## config.mk

```make
export PLATFORM = sky130hd
export DESIGN_NAME = univ_shift_reg
export DESIGN_NICKNAME = d
export VERILOG_FILES = /design/src/rtl/univ_shift_pkg.sv /design/src/rtl/usr_shift_step.sv /design/src/rtl/univ_shift_reg.sv
export SDC_FILE = /design/constraint.sdc
export NUM_CORES = 1
export LEC_CHECK = 0
export CAP_MARGIN = 15
export CORE_MARGIN = 4
export CORE_UTILIZATION = 44
export CTS_CLUSTER_SIZE = 30
export DETAILED_ROUTE_END_ITERATION = 12
export PLACE_DENSITY = 0.76
export SETUP_SLACK_MARGIN = 0.3
export SLEW_MARGIN = 30
export SYNTH_ARGS = -nofsm -noshare
export SYNTH_HDL_FRONTEND = slang
export SYNTH_SLANG_ARGS = --single-unit
export TNS_END_PERCENT = 5
```

## constraint.sdc

```tcl
create_clock -name CLK -period 1.3 [get_ports CLK]
set_input_delay 0.13 -clock CLK [delete_from_list [all_inputs] [get_ports CLK]]
set_output_delay 0.13 -clock CLK [all_outputs]
set_load 0.01 [all_outputs]
```

## src/rtl/univ_shift_pkg.sv

```systemverilog
// univ_shift_pkg: mode and state encodings shared by the universal shift register
package univ_shift_pkg;
  typedef enum logic [2:0] {
    MODE_HOLD = 3'b000,
    MODE_LOAD = 3'b001,
    MODE_SHL  = 3'b010,
    MODE_SHR  = 3'b011,
    MODE_ROL  = 3'b100,
    MODE_ROR  = 3'b101,
    MODE_ASR  = 3'b110,
    MODE_RSVD = 3'b111
  } mode_e;
  typedef enum logic {ST_IDLE = 1'b0, ST_SHIFT = 1'b1} state_e;
  function automatic logic is_shift(input logic [2:0] m);
    return m inside {MODE_SHL, MODE_SHR, MODE_ROL, MODE_ROR, MODE_ASR};
  endfunction
endpackage

```

## src/rtl/usr_shift_step.sv

```systemverilog
// usr_shift_step: one combinational shift/rotate step (i_q,i_mode,i_sin -> o_q next value, o_out exiting bit)
module usr_shift_step import univ_shift_pkg::*; #(
  parameter int WIDTH = 8
) (
  input  logic [WIDTH-1:0] i_q,
  input  mode_e            i_mode,
  input  logic             i_sin,
  output logic [WIDTH-1:0] o_q,
  output logic             o_out
);
  always_comb begin
    o_q   = i_mode == MODE_SHL ? {i_q[WIDTH-2:0], i_sin} :
            i_mode == MODE_SHR ? {i_sin, i_q[WIDTH-1:1]} :
            i_mode == MODE_ROL ? {i_q[WIDTH-2:0], i_q[WIDTH-1]} :
            i_mode == MODE_ROR ? {i_q[0], i_q[WIDTH-1:1]} :
            i_mode == MODE_ASR ? {i_q[WIDTH-1], i_q[WIDTH-1:1]} : i_q;
    o_out = (i_mode == MODE_SHL || i_mode == MODE_ROL) ? i_q[WIDTH-1] : i_q[0];
  end
endmodule

```

## src/rtl/univ_shift_reg.sv

```systemverilog
// univ_shift_reg: WIDTH-bit universal shift register with load, shift-by-N sequencer and BUSY/DONE handshake
module univ_shift_reg import univ_shift_pkg::*; #(
  parameter int              WIDTH     = 8,
  parameter logic [WIDTH-1:0] RESET_VAL = '0,
  localparam int             CNT_W     = $clog2(WIDTH) + 1
) (
  input  logic             CLK,
  input  logic             RST,
  input  logic             START,
  input  logic [2:0]       MODE,
  input  logic [WIDTH-1:0] D,
  input  logic             SIN,
  input  logic [CNT_W-1:0] AMT,
  output logic [WIDTH-1:0] Q,
  output logic             SOUT,
  output logic             BUSY,
  output logic             DONE
);
  state_e           r_state, w_state_nxt;
  mode_e            r_mode;
  logic [CNT_W-1:0] r_cnt, w_amt;
  logic [WIDTH-1:0] r_q, w_step_q;
  logic             r_sout, r_done, w_step_out, w_go, w_done_nxt, w_last;
  usr_shift_step #(.WIDTH(WIDTH)) u_step (
    .i_q   (r_q),
    .i_mode(r_mode),
    .i_sin (SIN),
    .o_q   (w_step_q),
    .o_out (w_step_out)
  );
  always_comb begin
    w_go        = START && is_shift(MODE) && AMT != '0;
    w_amt       = AMT > CNT_W'(WIDTH) ? CNT_W'(WIDTH) : AMT;
    w_last      = r_cnt == CNT_W'(1);
    w_state_nxt = r_state == ST_IDLE ? (w_go ? ST_SHIFT : ST_IDLE) : (w_last ? ST_IDLE : ST_SHIFT);
    w_done_nxt  = r_state == ST_IDLE ? START && !w_go : w_last;
  end
  always_ff @(posedge CLK or negedge RST) begin
    if (!RST) r_state <= ST_IDLE;
    else r_state <= w_state_nxt;
  end
  always_ff @(posedge CLK or negedge RST) begin
    if (!RST) begin
      r_q    <= RESET_VAL;
      r_sout <= 1'b0;
      r_done <= 1'b0;
      r_cnt  <= '0;
      r_mode <= MODE_HOLD;
    end else begin
      r_done <= w_done_nxt;
      if (r_state == ST_IDLE) begin
        if (START && MODE == MODE_LOAD) r_q <= D;
        if (w_go) begin
          r_mode <= mode_e'(MODE);
          r_cnt  <= w_amt;
        end
      end else begin
        r_q    <= w_step_q;
        r_sout <= w_step_out;
        r_cnt  <= r_cnt - CNT_W'(1);
      end
    end
  end
  assign Q    = r_q;
  assign SOUT = r_sout;
  assign BUSY = r_state == ST_SHIFT;
  assign DONE = r_done;
endmodule

```

==> out/qor.yml <==
timing:
  fin_tns_setup_ns: -0.766
  layout_min_cycle_time_ns: 1.40
  fin_worst_skew_ns: 0.00165
  relSlewSlack: 0.756
  setup_slack_ns: -0.0995
  slew_viol_final: 0
  fin_crit_sh: 1.08
  max_freq_mhz: 715
  rsz0062_at_grt: "yes"
  hold_violations: 0
  finalSetupViolCount: 11
  tightest_slew_ns: 0.363
place:
  globalplace.congestion: 0.832
  io_buffer_count: 29
  pre_cts_slack_ns: -0.474
  dp_hpwl_mm: 2.22
  place_inst: 185
worst_setup_path:
  rr_worst_depth: 5
  cp.arrival_ns: 1.59
  cp-startpoint: "BUSY"
  path_buf_inv: 2
  critical-path-slowest-cell: "dfrtp_2"
  cp-start-kind: "register"
  cpMostUsedCell: "buf_6"
  crit_chain: "buf_6, nor4_4, buf_6, nor3_2, a221o_1"
  cpLargestDelayFamily: "flip-flops"
  r2r_start: "BUSY"
  required_ns: 1.49
  crit_type: "reg -> reg"
  cp-end-kind: "register"
  path_max_fanout: 6
  slowest_delay_ns: 0.43
  rrSetupSlack_ns: -0.1
  reg2reg_to: "r_cnt[3]"
logic_synthesis:
  synth.distinct_cells: 44
  synth_top_cell_area_share: 0.376
  yosys_warnings: 0
  synth_area_leaders: "dfrtp_1, mux2i_1, a221o_1"
  synth_seq_cells: 18
  syn_nets: 138
  seq_area_frac_synth: 0.376
  postSynth.asyncResetShare: 1.00
  ys.flop_type: "dfrtp_1"
  synth_top_cell_by_area: "dfrtp_1"
  synth_edf_count: 0
  syn_area_per_cell_sq_um: 10.2
  netlist_instances: 117
  netlist_area_sq_um: 1200
pwr:
  intPower_mw: 2.43
  p_leak_nw: 0.812
  ir_drop_v: 0.00162
  p_per_area_nw_per_um2: 2320
  power_frac_comb: 0.655
  pwr-share-seq: 0.259
  swShare: 0.411
  p_sw_mw: 1.69
  p_clk_frac: 0.086
floorplanning:
  rows: 18
  die_h_um: 60.2
  die-width_um: 60.2
  start_util: 0.471
  die_area_sq_um: 3620
  design.core.area_sq_um: 2540
  io_pins: 30
grt:
  overflow: 0
  grt_max_degree: 19
  antenna_found_initial: 0
  grt_pass1_wl_mm: 5.39
  grt_pass1_vias: 1158
  grtUsageTotal: 0.194
routing:
  wl_mm: 3.22
  drtIter0Drc: 44
  drc: 0
  final_antenna_net_count: 0
  route.detailed.wl_per_inst_um: 16.1
  vias: 1153
  drtPass1Iterations: 4
  via_per_inst: 5.77
layout:
  syn2layout_area_growth_pct: 48.4
  fin_util: 0.699
  nets: 192
  antenna_cells: 0
  stdcell_count: 200
  layout-drive-gt1-share: 0.388
clock_tree:
  cts_max_path_buffers: 2
  clkSinkCount: 18
  htreeDepth: 1
  cts_buffers: 3
  cts-root-buf: "clkbuf_4"
  cts_tree: "yes"
  clk_latency_ns: 0.29
  ctsHoldBuffers: 0
  clk_pin_slew_worst_paths_ns: 0.11
flow_run:
  max-cap-violations: 0
min_path:
  min_path_type: "in -> async"
run_status:
  violations: "setup timing"
  status: "finished, violations left"
-- cells in the mapped netlist, drive strengths merged (2+ instances only) --
cell,n
a21oi,3
a221o,7
and3,8
buf,6
clkbuf,2
dfrtp,18
ha,2
inv,7
mux2,2
mux2i,8
nand2,6
nor2,7
nor2b,2
nor3,2
nor4,3
o21a,2
o21ai,4
o2bb2ai,6
o311ai,3
o31ai,2
xnor2,2
-- metal layers --
layer  track usage  vias up  routed length, um  part of all wire
li1              -      559                  -                 -
met1         0.237      555               1340              0.42
met2         0.344       33               1650              0.51
met3        0.0346        6                184             0.057
met4        0.0570        0                 40             0.012
met5             0        -                  0                 0
-- stage by stage --
stage / instance area [sq um] / total power [mW] / hold slack (ns)
global placement: 1640 / 3.39 / 0.463
floorplan: 1210 / 2.53 / -0.166
CTS: 1760 / 4.01 / 0.144
detailed placement: 1640 / 3.44 / 0.476
finish: 1780 / 4.12 / 0.147
global route: 1780 / 4.42 / 0.156
-- kinds of logic after synthesis --
group | share of synthesized area
compound gates | 0.270
simple gates | 0.169
buf+inv | 0.0574
flops | 0.376
mux | 0.0856
xor+xnor | 0.0209
fa+ha+maj | 0.0209
-- worst max-delay path by stage --
stage                     slack (ns)  cells after the start   endpoint
after global placement         -0.45                      5       Q[1]
after floorplan                -0.07                      3  r_mode[1]
after global routing           -0.15                      5   r_cnt[3]
after CTS                      -0.09                      4  r_mode[1]
final                           -0.1                      5   r_cnt[3]
after detailed placement       -0.47                      5   r_cnt[3]
-- power by group through the flow --
stage          logic [mW]  registers [mW]  clock network [mW]
6_report             2.70            1.07               0.356
5_1_grt              2.92            1.11               0.393
4_1_cts              2.59            1.05               0.367
3_5_place_dp         2.31            1.14                   0
3_3_place_gp         2.26            1.13                   0
2_1_floorplan        1.43            1.10                   0
-- layout make-up --
type / instances / area [sq um]
clock buffer: 4 / 36.3
inverter: 7 / 26.3
timing repair buffer: 57 / 474
fill: 206 / 766
sequential: 18 / 454
multi-input combinational: 84 / 751
tap: 30 / 37.5
-- cell usage in the layout, fill, tap and decap left out, drive strengths merged, types with 2 or more instances in the layout --
cell           count
mux2               2
mux2i              8
ha                 2
o31ai              2
inv                7
o21ai              4
nand2              6
o21a               2
dlygate4sd2        6
nor4               3
nor2               7
clkdlybuf4s50     12
a221o              7
buf               39
a21oi              3
dfrtp             18
nor2b              2
o2bb2ai            6
o311ai             3
clkbuf             4
xnor2              2
nor3               2
and3               8
-- sequential cells by signal, summed over array words and instances (netlist names) --
| name | flops |
|---|---|
| DONE | 1 |
| r_cnt | 4 |
| r_mode | 3 |
| BUSY | 1 |
| Q | 8 |
| SOUT | 1 |
-- timing repair --
action,CTS,global route
setup endpoints to repair,29,27
gates resized for setup,66,3
setup buffers,10,1
hold endpoints to repair,0,0
pin swaps,7,3
Note: power is estimated with default switching activity, not from simulation.
==> edit: new RTL, config.mk and constraints unchanged <==
`WIDTH` is set to 8 in 2 places; all go to 16.
--- a/src/rtl/usr_shift_step.sv
+++ b/src/rtl/usr_shift_step.sv
@@ -1,6 +1,6 @@
 // usr_shift_step: one combinational shift/rotate step (i_q,i_mode,i_sin -> o_q next value, o_out exiting bit)
 module usr_shift_step import univ_shift_pkg::*; #(
-  parameter int WIDTH = 8
+  parameter int WIDTH = 16
 ) (
   input  logic [WIDTH-1:0] i_q,
   input  mode_e            i_mode,
--- a/src/rtl/univ_shift_reg.sv
+++ b/src/rtl/univ_shift_reg.sv
@@ -1,6 +1,6 @@
 // univ_shift_reg: WIDTH-bit universal shift register with load, shift-by-N sequencer and BUSY/DONE handshake
 module univ_shift_reg import univ_shift_pkg::*; #(
-  parameter int              WIDTH     = 8,
+  parameter int              WIDTH     = 16,
   parameter logic [WIDTH-1:0] RESET_VAL = '0,
   localparam int             CNT_W     = $clog2(WIDTH) + 1
 ) (
Ports: changed (resized AMT, D and Q); port bits go from 30 to 47. The function was not compared with the original's and may differ.
==> edit against the unedited design <==
The flow still finishes with violations (negative setup slack). Synthesized area grew 36%. Wire length is 67% higher. Total power rose by 54%. Maximum frequency grew 0.87%. Final area grew 43%. Setup slack better by 0.012 ns. Global-route usage rose by 4.2 points. Sequential cell count is 9 higher. Critical path type unchanged. Largest power group unchanged.
==> edit: results (changes against the unedited design) <==
* Static leakage at 1.118 nW (was 0.8118 nW)
* Sequential share of the synthesized area at 0.4157 (was 0.3758)
* Vias in the first global route at 1708 (was 1158)
* Finished Layout Cells at 294 (was 200)
* Share of layout cells above drive strength 1 at 0.4476 (was 0.3882)
* Reg-to-reg endpoint: Q[12] (was r_cnt[3])
* FF-to-FF Start: r_mode[2] (was BUSY)
* Final setup fails at 19 (was 11)
* Global-route usage over all layers at 0.2367 (was 0.1944)
* First-pass GRT wire length at 8252 um (was 5388 um)
* Failing checks: negative setup slack (unchanged)
* Placer Congestion at 0.8088 (was 0.8319)
* Synth cell types at 45 (was 44)
* Max IR drop VDD at 1267 uV (was 1621 uV)
* Ranking of synthesized cells by area: dfrtp_1 42%, mux2i_1 9.9%, o211ai_1 7.4%, nand2_1 4.8%, nand3_1 4.6% (was dfrtp_1 38%, mux2i_1 6.7%, a221o_1 5.8%, o2bb2ai_1 4.4%, and3_1 3.7%)
* Final worst slack at -0.08743 ns (was -0.09948 ns)
* Mapped Nets at 195 (was 138)
* DPL Wire Length at 3500 um (was 2216 um)
* Outcome: finished, violations left (unchanged)
* Crit path DAT at 1.54 ns (was 1.59 ns)
* Starting DRC count in detailed routing at 83 (was 44)
* Root Driver: clkbuf_8 (was clkbuf_4)
* DR vias/cell at 5.779 (was 5.765)
* IO buf count at 46 (was 29)
* Setup TNS at -0.8252 ns (was -0.7657 ns)
* Placed cell count at 276 (was 185)
* Min-delay worst type: input port to flop (was input port to asynchronous set/reset pin)
* Least-Margin Pin Slew at 0.3627 ns (was 0.3626 ns)
* Max FFs per register at 16 (was 8)
* Layout filler cell count at 248 (was 206)
edit: how the worst max path moves through the flow:
stage / to / cells after the start / start / slack (ns)
final: Q[12] / 5 / r_mode[2] / -0.09
after global routing: Q[12] / 5 / r_mode[2] / -0.17
after CTS: r_mode[0] / 4 / BUSY / -0.06
after detailed placement: r_mode[0] / 5 / MODE[1] / -0.51
after global placement: BUSY / 6 / AMT[3] / -0.44
after floorplan: Q[10] / 5 / r_mode[2] / -0.06
edit: metal layers:
metal  share of wire  GRT usage  up-vias
li1                -          -      776
met1            0.37     0.2779      840
met2            0.54     0.4195       61
met3           0.052    0.04214       22
met4           0.039     0.1022        0
met5               0          0        -
edit: critical path, cell delays in order (launching register included):
cell and delay [ns]:
dfrtp_2 0.46, xnor2_2 0.17, nor2_4 0.11, buf_12 0.17, mux2i_2 0.22, o211ai_1 0.13
edit: cell type report:
class	instances	area, sq um	area share
clock buffer	3	41.29	0.01619
clock inverter	1	7.507	0.002944
inverter	6	23.77	0.009323
multi-input combinational	122	996.0	0.3906
sequential	27	683.2	0.2679
tap	46	57.56	0.02257
timing repair buffer	89	740.7	0.2905
edit: power breakdown:
part / internal, W / leakage [nW] / switching, W
Clock: 0.000218 / 0.0217 / 0.000296
Sequential: 0.00122 / 0.333 / 0.000348
Combinational: 0.00218 / 0.763 / 0.00207
Total: 0.00362 / 1.12 / 0.00271
edit: cell families (layout without fill, tap and decap cells):
kind of cell	count (synthesis)	after routing	share of synthesized area
and+or+nand+nor	55	55	0.1809
AOI/OAI and AO/OA	44	44	0.2025
DFF	27	27	0.4157
muxes	19	19	0.1262
buffers and inverters	16	99	0.04849
adders and majority gates	2	2	0.01539
xor gates and xnor gates	2	2	0.01078
edit: through the flow:
| stage | area, sq um | setup WS (ns) | hold slack [ns] | utilization | total power (W) |
|---|---|---|---|---|---|
| after floorplan | 1634 | -0.05686 | -0.1656 | - | 0.003684 |
| after CTS | 2464 | -0.06423 | 0.1156 | 0.7157 | 0.005978 |
| after detailed placement | 2331 | -0.5064 | 0.5198 | 0.6772 | 0.005172 |
| after global placement | 2331 | -0.4379 | 0.5044 | 0.6772 | 0.005021 |
| final | 2550 | -0.08743 | 0.1142 | 0.7408 | 0.006332 |
| after global routing | 2550 | -0.1693 | 0.1126 | 0.7408 | 0.006739 |
edit: repair_timing:
action | CTS | global route
setup endpoints to repair | 46 | 35
buffers inserted | 13 | 1
pin swaps | 9 | 8
resized for setup | 123 | 20
